[config.mk]
export PLATFORM = sky130hd
export DESIGN_NAME = exec_wb_arbiter
export DESIGN_NICKNAME = d
export VERILOG_FILES = /design/src/rtl/exec_wb_arbiter_pkg.sv /design/src/rtl/exec_wb_arbiter_rr_arbiter.sv /design/src/rtl/exec_wb_arbiter.sv
export SDC_FILE = /design/constraint.sdc
export NUM_CORES = 1
export LEC_CHECK = 0
export ABC_AREA = 1
export BUFFER_PORTS_ARGS = -buffer_cell sky130_fd_sc_hd__buf_2
export CORE_MARGIN = 5
export CORE_UTILIZATION = 24
export CTS_CLUSTER_SIZE = 24
export DETAILED_ROUTE_END_ITERATION = 8
export GPL_ROUTABILITY_DRIVEN = 0
export MAX_ROUTING_LAYER = met4
export SYNTH_ARGS = -nofsm -noshare
export SYNTH_HDL_FRONTEND = slang
export SYNTH_HIERARCHICAL = 1
export SYNTH_SLANG_ARGS = --single-unit
[constraint.sdc]
create_clock -name clk -period 10.05 [get_ports clk]
set_clock_uncertainty 0.2 [all_clocks]
set_input_delay 0.5025 -clock clk [delete_from_list [all_inputs] [get_ports clk]]
set_output_delay 0.5025 -clock clk [all_outputs]
set_load 0.01 [all_outputs]
[src/rtl/exec_wb_arbiter_pkg.sv]
// ---------------------------------------------------------------------------
// exec_wb_arbiter_pkg
// Shared definitions for the execution writeback arbiter: the per-slot state
// encoding, the default latency-counter width and the round-robin pointer
// advance helper. Also supplies fallback values for the global width macros
// when no project-wide header has defined them.
// ---------------------------------------------------------------------------
`ifndef DATA_WIDTH
`define DATA_WIDTH 32
`endif
`ifndef ROB_ID_SIZE
`define ROB_ID_SIZE 6
`endif
`ifndef DEST_ADDR_SIZE
`define DEST_ADDR_SIZE 5
`endif

package exec_wb_arbiter_pkg;

    // Lifecycle of one functional-unit slot.
    typedef enum logic [1:0] {
        SLOT_IDLE = 2'd0,
        SLOT_BUSY = 2'd1,
        SLOT_DONE = 2'd2
    } slot_state_e;

    localparam int LAT_WIDTH_DEFAULT = 4;

    // Pointer position just after a granted slot, wrapping at n-1 -> 0.
    function automatic int rr_next(input int idx, input int n);
        return (idx + 1 >= n) ? 0 : idx + 1;
    endfunction

endpackage

[src/rtl/exec_wb_arbiter_rr_arbiter.sv]
// ---------------------------------------------------------------------------
// rr_arbiter
// Round-robin selection over a request vector. The search starts at 'ptr' and
// walks upward with wrap-around; the first requester found wins.
// Ports:
//   req         in   N      request vector (one bit per slot)
//   ptr         in   IDX_W  slot with highest priority this cycle (< N)
//   grant       out  N      one-hot grant
//   grant_idx   out  IDX_W  index of the granted slot (0 when none)
//   grant_valid out  1      at least one request present
// ---------------------------------------------------------------------------
module rr_arbiter #(
    parameter int N     = 5,
    parameter int IDX_W = $clog2(N)
) (
    input  logic [N-1:0]     req,
    input  logic [IDX_W-1:0] ptr,
    output logic [N-1:0]     grant,
    output logic [IDX_W-1:0] grant_idx,
    output logic             grant_valid
);

    always_comb begin : search
        int idx;
        grant       = '0;
        grant_idx   = '0;
        grant_valid = 1'b0;
        idx         = 0;
        for (int k = 0; k < N; k++) begin
            idx = (int'(ptr) + k) % N;
            if (!grant_valid && req[idx]) begin
                grant_valid = 1'b1;
                grant[idx]  = 1'b1;
                grant_idx   = IDX_W'(idx);
            end
        end
    end

endmodule

[src/rtl/exec_wb_arbiter.sv]
// ---------------------------------------------------------------------------
// exec_wb_arbiter
// Tracks NUM_FU functional-unit slots from issue to writeback. Each slot
// counts down its issue latency, captures its unit's result, and then waits
// for a round-robin grant onto the single writeback port.
// Ports:
//   clk, reset            clock (rising edge), async active-low reset
//   issue_valid/fu/latency/rob/dest/ctrl   issue request and its tags
//   fu_result             per-unit results, slot i at [i*DATA_WIDTH +: DATA_WIDTH]
//   wb_ready              writeback consumer accepts this cycle
//   wb_valid/data/rob/dest/ctrl/fu         granted result (zero when idle)
//   fu_free               slot i can accept an issue this cycle
//   issue_err             registered pulse: last cycle's issue was dropped
// ---------------------------------------------------------------------------
`ifndef DATA_WIDTH
`define DATA_WIDTH 32
`endif
`ifndef ROB_ID_SIZE
`define ROB_ID_SIZE 6
`endif
`ifndef DEST_ADDR_SIZE
`define DEST_ADDR_SIZE 5
`endif

module exec_wb_arbiter
    import exec_wb_arbiter_pkg::*;
#(
    parameter int NUM_FU        = 5,
    parameter int DATA_WIDTH    = `DATA_WIDTH,
    parameter int ROB_SIZE      = `ROB_ID_SIZE,
    parameter int DEST_REG_SIZE = `DEST_ADDR_SIZE,
    parameter int CTRL_WIDTH    = 32,
    parameter int LAT_WIDTH     = LAT_WIDTH_DEFAULT,
    parameter int FU_IDX_W      = $clog2(NUM_FU)
) (
    input  logic                         clk,
    input  logic                         reset,
    input  logic                         issue_valid,
    input  logic [FU_IDX_W-1:0]          issue_fu,
    input  logic [LAT_WIDTH-1:0]         issue_latency,
    input  logic [ROB_SIZE-1:0]          issue_rob,
    input  logic [DEST_REG_SIZE-1:0]     issue_dest,
    input  logic [CTRL_WIDTH-1:0]        issue_ctrl,
    input  logic [NUM_FU*DATA_WIDTH-1:0] fu_result,
    input  logic                         wb_ready,
    output logic                         wb_valid,
    output logic [DATA_WIDTH-1:0]        wb_data,
    output logic [ROB_SIZE-1:0]          wb_rob,
    output logic [DEST_REG_SIZE-1:0]     wb_dest,
    output logic [CTRL_WIDTH-1:0]        wb_ctrl,
    output logic [FU_IDX_W-1:0]          wb_fu,
    output logic [NUM_FU-1:0]            fu_free,
    output logic                         issue_err
);

    slot_state_e              state_q [NUM_FU];
    slot_state_e              state_d [NUM_FU];
    logic [LAT_WIDTH-1:0]     cnt_q   [NUM_FU];
    logic [LAT_WIDTH-1:0]     cnt_d   [NUM_FU];
    logic [DATA_WIDTH-1:0]    data_q  [NUM_FU];
    logic [DATA_WIDTH-1:0]    data_d  [NUM_FU];
    logic [ROB_SIZE-1:0]      rob_q   [NUM_FU];
    logic [ROB_SIZE-1:0]      rob_d   [NUM_FU];
    logic [DEST_REG_SIZE-1:0] dest_q  [NUM_FU];
    logic [DEST_REG_SIZE-1:0] dest_d  [NUM_FU];
    logic [CTRL_WIDTH-1:0]    ctrl_q  [NUM_FU];
    logic [CTRL_WIDTH-1:0]    ctrl_d  [NUM_FU];

    logic [FU_IDX_W-1:0]      rr_ptr_q, rr_ptr_d;
    logic                     lock_q, lock_d;
    logic [FU_IDX_W-1:0]      lock_idx_q, lock_idx_d;
    logic                     issue_err_q, issue_err_d;

    logic [NUM_FU-1:0]        done_vec;
    logic [NUM_FU-1:0]        arb_grant;
    logic [FU_IDX_W-1:0]      arb_idx;
    logic                     arb_valid;
    logic [FU_IDX_W-1:0]      sel_idx;
    logic [NUM_FU-1:0]        granted;
    logic [NUM_FU-1:0]        issue_hit;
    logic                     handshake;
    logic [LAT_WIDTH-1:0]     load_lat;

    always_comb begin
        for (int i = 0; i < NUM_FU; i++) begin
            done_vec[i] = (state_q[i] == SLOT_DONE);
        end
    end

    rr_arbiter #(
        .N     (NUM_FU),
        .IDX_W (FU_IDX_W)
    ) u_rr_arbiter (
        .req         (done_vec),
        .ptr         (rr_ptr_q),
        .grant       (arb_grant),
        .grant_idx   (arb_idx),
        .grant_valid (arb_valid)
    );

    // A grant offered while the consumer stalls is pinned until it is taken,
    // so slots finishing later cannot steal the writeback port mid-stall.
    always_comb begin
        wb_valid  = arb_valid;
        sel_idx   = lock_q ? lock_idx_q : arb_idx;
        handshake = arb_valid && wb_ready;
        granted   = '0;
        for (int i = 0; i < NUM_FU; i++) begin
            granted[i] = arb_valid && (lock_q ? (lock_idx_q == FU_IDX_W'(i)) : arb_grant[i]);
        end
    end

    always_comb begin
        wb_data = '0;
        wb_rob  = '0;
        wb_dest = '0;
        wb_ctrl = '0;
        wb_fu   = '0;
        for (int i = 0; i < NUM_FU; i++) begin
            if (granted[i]) begin
                wb_data = data_q[i];
                wb_rob  = rob_q[i];
                wb_dest = dest_q[i];
                wb_ctrl = ctrl_q[i];
                wb_fu   = FU_IDX_W'(i);
            end
        end
    end

    // A DONE slot being drained this cycle is already free for a new issue.
    // Out-of-range issue_fu values match no slot and so fall through to error.
    always_comb begin
        fu_free   = '0;
        issue_hit = '0;
        for (int i = 0; i < NUM_FU; i++) begin
            fu_free[i]   = (state_q[i] == SLOT_IDLE) ||
                           ((state_q[i] == SLOT_DONE) && granted[i] && wb_ready);
            issue_hit[i] = issue_valid && (issue_fu == FU_IDX_W'(i)) && fu_free[i];
        end
        issue_err_d = issue_valid && !(|issue_hit);
        load_lat    = (issue_latency == '0) ? LAT_WIDTH'(1) : issue_latency;
    end

    // Slot lifecycle; an issue on the drain edge overrides the return to IDLE.
    always_comb begin
        for (int i = 0; i < NUM_FU; i++) begin
            state_d[i] = state_q[i];
            cnt_d[i]   = cnt_q[i];
            data_d[i]  = data_q[i];
            rob_d[i]   = rob_q[i];
            dest_d[i]  = dest_q[i];
            ctrl_d[i]  = ctrl_q[i];
            case (state_q[i])
                SLOT_BUSY: begin
                    if (cnt_q[i] == LAT_WIDTH'(1)) begin
                        state_d[i] = SLOT_DONE;
                        cnt_d[i]   = '0;
                        data_d[i]  = fu_result[i*DATA_WIDTH +: DATA_WIDTH];
                    end else begin
                        cnt_d[i] = cnt_q[i] - LAT_WIDTH'(1);
                    end
                end
                SLOT_DONE: begin
                    if (granted[i] && wb_ready) begin
                        state_d[i] = SLOT_IDLE;
                    end
                end
                SLOT_IDLE: begin
                    state_d[i] = SLOT_IDLE;
                end
                default: begin
                    state_d[i] = SLOT_IDLE;
                end
            endcase
            if (issue_hit[i]) begin
                state_d[i] = SLOT_BUSY;
                cnt_d[i]   = load_lat;
                rob_d[i]   = issue_rob;
                dest_d[i]  = issue_dest;
                ctrl_d[i]  = issue_ctrl;
            end
        end
    end

    always_comb begin
        rr_ptr_d   = rr_ptr_q;
        lock_d     = arb_valid && !wb_ready;
        lock_idx_d = sel_idx;
        if (handshake) begin
            rr_ptr_d = FU_IDX_W'(rr_next(int'(sel_idx), NUM_FU));
        end
    end

    always_ff @(posedge clk or negedge reset) begin
        if (!reset) begin
            for (int i = 0; i < NUM_FU; i++) begin
                state_q[i] <= SLOT_IDLE;
                cnt_q[i]   <= '0;
                data_q[i]  <= '0;
                rob_q[i]   <= '0;
                dest_q[i]  <= '0;
                ctrl_q[i]  <= '0;
            end
            rr_ptr_q    <= '0;
            lock_q      <= 1'b0;
            lock_idx_q  <= '0;
            issue_err_q <= 1'b0;
        end else begin
            for (int i = 0; i < NUM_FU; i++) begin
                state_q[i] <= state_d[i];
                cnt_q[i]   <= cnt_d[i];
                data_q[i]  <= data_d[i];
                rob_q[i]   <= rob_d[i];
                dest_q[i]  <= dest_d[i];
                ctrl_q[i]  <= ctrl_d[i];
            end
            rr_ptr_q    <= rr_ptr_d;
            lock_q      <= lock_d;
            lock_idx_q  <= lock_idx_d;
            issue_err_q <= issue_err_d;
        end
    end

    assign issue_err = issue_err_q;

endmodule

==> impl_metrics.env, run 1 <==
export IMPL_cpMostUsedCell="nand2_1"
export IMPL_ys_types=39
export IMPL_initial_core_util=0.242
export IMPL_hold_viol=0
export IMPL_num_nets_final=3372
export IMPL_rsz0062_at_grt="no"
export IMPL_nFillCells=9635
export IMPL_worstSetupEndpointType="output pin"
export IMPL_portBuffers=298
export IMPL_final_common_cell="nand2_1"
export IMPL_cts_clk_slew_worst_paths_ps=60
export IMPL_clock_sinks=413
export IMPL_ant_nets=0
export IMPL_crit_type="reg -> out"
export IMPL_cts_tree="yes"
export IMPL_core_area_mm2=0.0917
export IMPL_clk_latency_ps=590
export IMPL_synthToLayoutAreaGrowth_pct=27.3
export IMPL_synth_top_area_frac=0.466
export IMPL_initialDrtViolationCount=1819
export IMPL_placementRows=111
export IMPL_fmax_ghz=0.126
export IMPL_mostFrequentLayoutCells="nand2_1, dfrtp_1, buf_2"
export IMPL_async_flop_share=1.00
export IMPL_period_share=0.790
export IMPL_cp_required_ps=9350
export IMPL_run_status="completed"
export IMPL_critPathLaunchType="register"
export IMPL_dp_hpwl_um=47700
export IMPL_setup_viol=0
export IMPL_track_usage=0.153
export IMPL_antenna_found_initial=18
export IMPL_yosys_most_used_dff="dfrtp_1"
export IMPL_period_needed_ps=7940
export IMPL_die_h_um=314
export IMPL_dieArea_mm2=0.0986
export IMPL_wl_per_cell_um=17.5
export IMPL_via_per_inst=4.74
export IMPL_synth_area_top_cells="dfrtp_1, nand2_1, mux2_2, nand3_1, nor2_1"
export IMPL_syn_area_mm2=0.0222
export IMPL_slowest_stage="dfrtp_1"
export IMPL_cp_max_fo=70
export IMPL_syn_nets=2980
export IMPL_die_w_um=314
export IMPL_drt_wl_total_um=76300
export IMPL_avgSynthCellArea_um2=8.14
export IMPL_yosys_warnings=6
export IMPL_hold_path_class="in -> reg"
export IMPL_grt_pass1_vias=20430
export IMPL_synth_edf_count=0
export IMPL_postSynthCellCount=2725
export IMPL_clockBufferDepth=3
export IMPL_drive_gt1_frac=0.203
export IMPL_ios=299
export IMPL_cts_root_buf="clkbuf_16"
export IMPL_slew_violations=0
export IMPL_seq_area_frac_synth=0.466
export IMPL_ys_ff_latch=413
export IMPL_max_stage_delay_ps=870
export IMPL_final_setup_tns_ps=0
export IMPL_vias=20660
export IMPL_arrival_ps=7240
export IMPL_tightest_slew_ps=1170
export IMPL_grt_ovfl_total=0
export IMPL_grt_pass1_wl_um=118000
export IMPL_grt_max_degree=119
export IMPL_postCtsSetupBuffers=0
export IMPL_firstDrtPassIters=7
export IMPL_slew_headroom=0.221
export IMPL_drt_drc_violations_left=0
export IMPL_yosysTopAreaCell="dfrtp_1"
export IMPL_cap_viol_max_count=0
export IMPL_cts_buffers=50
export IMPL_htreeDepth=2
==> stage by stage <==
step                      hold WS, ps  worst slack [ps]  area (um^2)   util  cells
after floorplan                  6.91              4760        22200      -   2725
after global placement            259              2800        24700  0.269   4070
after detailed placement          266              2810        24700  0.269   4070
after CTS                        5.65              2130        28200  0.308   4342
after global routing             23.9              1460        28200  0.308   4358
final                            38.2              2110        28200  0.308   4360
==> final timing paths <==
check,from,cells past startpoint,end,slack [ps]
setup / recovery,rr_ptr_q[0]$_DFFE_PN0P_,33,wb_ctrl[2],2110
hold reg to reg,cnt_q[7]$_DFFE_PN0P_,2,cnt_q[7]$_DFFE_PN0P_,270
hold / removal,issue_ctrl[7],3,ctrl_q[103]$_DFFE_PN0P_,40
setup reg to reg,rr_ptr_q[0]$_DFFE_PN0P_,34,ctrl_q[157]$_DFFE_PN0P_,2880
min in group asynchronous,reset,2,data_q[112]$_DFFE_PN0P_,370
max in group asynchronous,reset,4,state_q[9]$_DFFE_PN0P_,7170
==> worst max-delay path: cells and delay by family, from the launching register on <==
family                     cells  cell delay, ps
AOI/OAI and AO/OA              3             590
buffers and inverters         10            2480
DFF                            1             870
and+or+nand+nor               15            1430
adders and majority gates      4             920
xor gates and xnor gates       1             260
==> logic make-up (layout without fill, tap and decap cells) <==
logic type | after synthesis | in the layout | share of synthesized area
muxes | 160 | 160 | 0.0812
buffers and inverters | 339 | 770 | 0.0663
DFF | 413 | 413 | 0.466
other | 0 | 18 | 0
xor gates and xnor gates | 13 | 13 | 0.00513
adders and majority gates | 41 | 41 | 0.0231
AOI/OAI and AO/OA | 435 | 435 | 0.101
and+or+nand+nor | 1324 | 1324 | 0.257
==> repair_timing <==
| action | CTS | global route |
|---|---|---|
| hold endpoints to repair | 305 | 0 |
| resized for setup | 0 | 0 |
| hold buffers | 181 | 0 |
==> area by class of cell <==
cell class                      count  area (um^2)  share of cell area
Antenna cell                       18         45.0             0.00160
Clock buffer                       72         1470              0.0519
Clock inverter                     19          224             0.00793
Inverter                          170          638              0.0226
Multi-Input combinational cell   1973        10500               0.372
Sequential cell                   413        10300               0.366
Tap cell                         1186         1480              0.0525
Timing Repair Buffer              509         3550               0.126
==> Yosys cell counts (7+ instances only) <==
cell / instances
dfrtp_1: 413
a21oi_1: 162
nand4_1: 92
xor2_1: 11
inv_2: 12
buf_2: 87
nand3_1: 230
mux2_2: 160
buf_6: 9
nor3_1: 14
nor2_1: 220
nand3_2: 8
ha_1: 41
o21ai_0: 163
nand2_1: 722
clkbuf_1: 62
inv_1: 157
o21ai_1: 89
nand2_2: 21
o211ai_1: 7
==> flip-flops by register name, indices dropped and copies added (netlist names) <==
name / flops
ctrl_q: 160
data_q: 160
rob_q: 30
dest_q: 25
cnt_q: 20
state_q: 10
lock_idx_q: 3
rr_ptr_q: 3
issue_err: 1
lock_q: 1
==> metal layers <==
metal	global-route usage	vias up	wire (um)	part of all wire
met3	0.0201	166	4160	0.054
met4	0.0565	0	2650	0.035
li1	-	9840	-	-
met1	0.199	9967	33500	0.44
met2	0.246	687	36000	0.47
met5	-	-	0	0
Power of run 1 is left out: the tool's default activity adds up to more than one toggle a clock period on the data nets, which glitch-free logic cannot reach.
==> inputs of run 2 (changes only) <==
Clock period 10.05 ns to 7.7 ns, I/O delays scaled along.
==> impl_metrics.env, run 2 (synthesis gave the netlist of run 1 again) <==
export IMPL_run_status="completed"
export IMPL_antenna_found_initial=8
export IMPL_grt_max_degree=165
export IMPL_ant_nets=0
export IMPL_dieArea_mm2=0.0986
export IMPL_regArea_mm2=0.0103
export IMPL_portBuffers=298
export IMPL_cp_max_fo=53
export IMPL_drive_gt1_frac=0.198
export IMPL_vias=20690
export IMPL_worstSetupEndpointType="output pin"
export IMPL_clockBufferDepth=3
export IMPL_rsz0062_at_grt="no"
export IMPL_place_area_mm2=0.0249
export IMPL_cts_tree="yes"
export IMPL_grt_pass1_vias=20452
export IMPL_via_per_inst=4.72
export IMPL_dp_hpwl_um=49100
export IMPL_wl_per_cell_um=17.7
export IMPL_synthToLayoutAreaGrowth_pct=28.5
export IMPL_cap_viol_max_count=0
export IMPL_hold_depth=3
export IMPL_placementRows=111
export IMPL_tightest_slew_ps=1010
export IMPL_slew_violations=0
export IMPL_setup_viol=0
export IMPL_reg_largest_list="ctrl_q x160, data_q x160, rob_q x30"
export IMPL_initialDrtViolationCount=1831
export IMPL_ios=299
export IMPL_grt_ovfl_total=0
export IMPL_holdWs_ps=100
export IMPL_num_nets_final=3406
export IMPL_core_area_mm2=0.0917
export IMPL_die_h_um=314
export IMPL_max_stage_delay_ps=620
export IMPL_period_needed_ps=7020
export IMPL_cp_required_ps=7110
export IMPL_critPathLaunchType="register"
export IMPL_fin_util=0.311
export IMPL_cts_root_buf="clkbuf_16"
export IMPL_hp_start="issue_rob[5]"
export IMPL_grt_pass1_wl_um=119000
export IMPL_startpoint="rr_ptr_q[1]$_DFFE_PN0P_"
export IMPL_rr_startpoint="rr_ptr_q[1]$_DFFE_PN0P_"
export IMPL_track_usage=0.155
export IMPL_firstDrtPassIters=7
export IMPL_slowest_stage="dfrtp_1"
export IMPL_slew_headroom=0.327
export IMPL_arrival_ps=6440
export IMPL_nFillCells=9600
export IMPL_drt_wl_total_um=77400
export IMPL_multiInputGateArea_mm2=0.0105
export IMPL_clk_latency_ps=580
export IMPL_drt_drc_violations_left=0
export IMPL_initial_core_util=0.242
export IMPL_hold_viol=0
export IMPL_mostFrequentLayoutCells="nand2_1, dfrtp_1, buf_2"
export IMPL_fin_area_mm2=0.0285
export IMPL_die_w_um=314
export IMPL_fmax_ghz=0.142
export IMPL_crit_type="reg -> out"
export IMPL_final_setup_tns_ps=0
export IMPL_period_share=0.912
export IMPL_cts_clk_slew_worst_paths_ps=60
export IMPL_cpMostUsedCell="nand2_1"
export IMPL_cts_buffers=48
export IMPL_clock_sinks=413
export IMPL_htreeDepth=2
export IMPL_final_common_cell="nand2_1"
export IMPL_r2r_cells=34
export IMPL_hold_path_class="in -> reg"
==> run 2: final cells by class <==
type | count | area share
Multi-Input combinational cell | 1973 | 0.368
Sequential cell | 413 | 0.363
Timing Repair Buffer | 545 | 0.141
Tap cell | 1186 | 0.0520
Clock buffer | 74 | 0.0474
Inverter | 170 | 0.0224
Clock inverter | 11 | 0.00571
Antenna cell | 10 | 0.000878
==> run 2: worst max-delay path, delay by kind of cell (launching register included) <==
| family | cells | cell delay [ps] |
|---|---|---|
| and+or+nand+nor | 16 | 2210 |
| buffers and inverters | 8 | 1380 |
| adders and majority gates | 4 | 900 |
| DFF | 1 | 620 |
| AOI/OAI and AO/OA | 3 | 460 |
| xor gates and xnor gates | 1 | 260 |
==> run 2: repair_timing <==
action,CTS,global route
setup buffers,0,0
gates resized for setup,0,0
hold endpoints to repair,489,0
hold buffers,210,0
==> run 2: worst paths after layout <==
kind | endpoint | slack [ps]
worst max register to register | rob_q[21]$_DFFE_PN0P_ | 1330
worst max-delay path | wb_data[24] | 680
max in group asynchronous | ctrl_q[102]$_DFFE_PN0P_ | 5650
min in group asynchronous | data_q[115]$_DFFE_PN0P_ | 280
worst min register to register | ctrl_q[158]$_DFFE_PN0P_ | 280
worst min-delay path | rob_q[23]$_DFFE_PN0P_ | 100
==> run 2: per-layer routing <==
metal  part of all wire  wire (um)  track usage
met5                  0          0            -
met4              0.030       2320       0.0523
met3              0.049       3810       0.0163
met2               0.48      37400        0.258
met1               0.44      33900        0.199
==> run 2: through the flow <==
stage / setup WS (ps) / cells
after floorplan: 2530 / 2725
after global placement: 1500 / 4077
after detailed placement: 1360 / 4077
after CTS: 707 / 4372
after global routing: 111 / 4379
final: 679 / 4382
Power of run 2 is left out for the same reason.
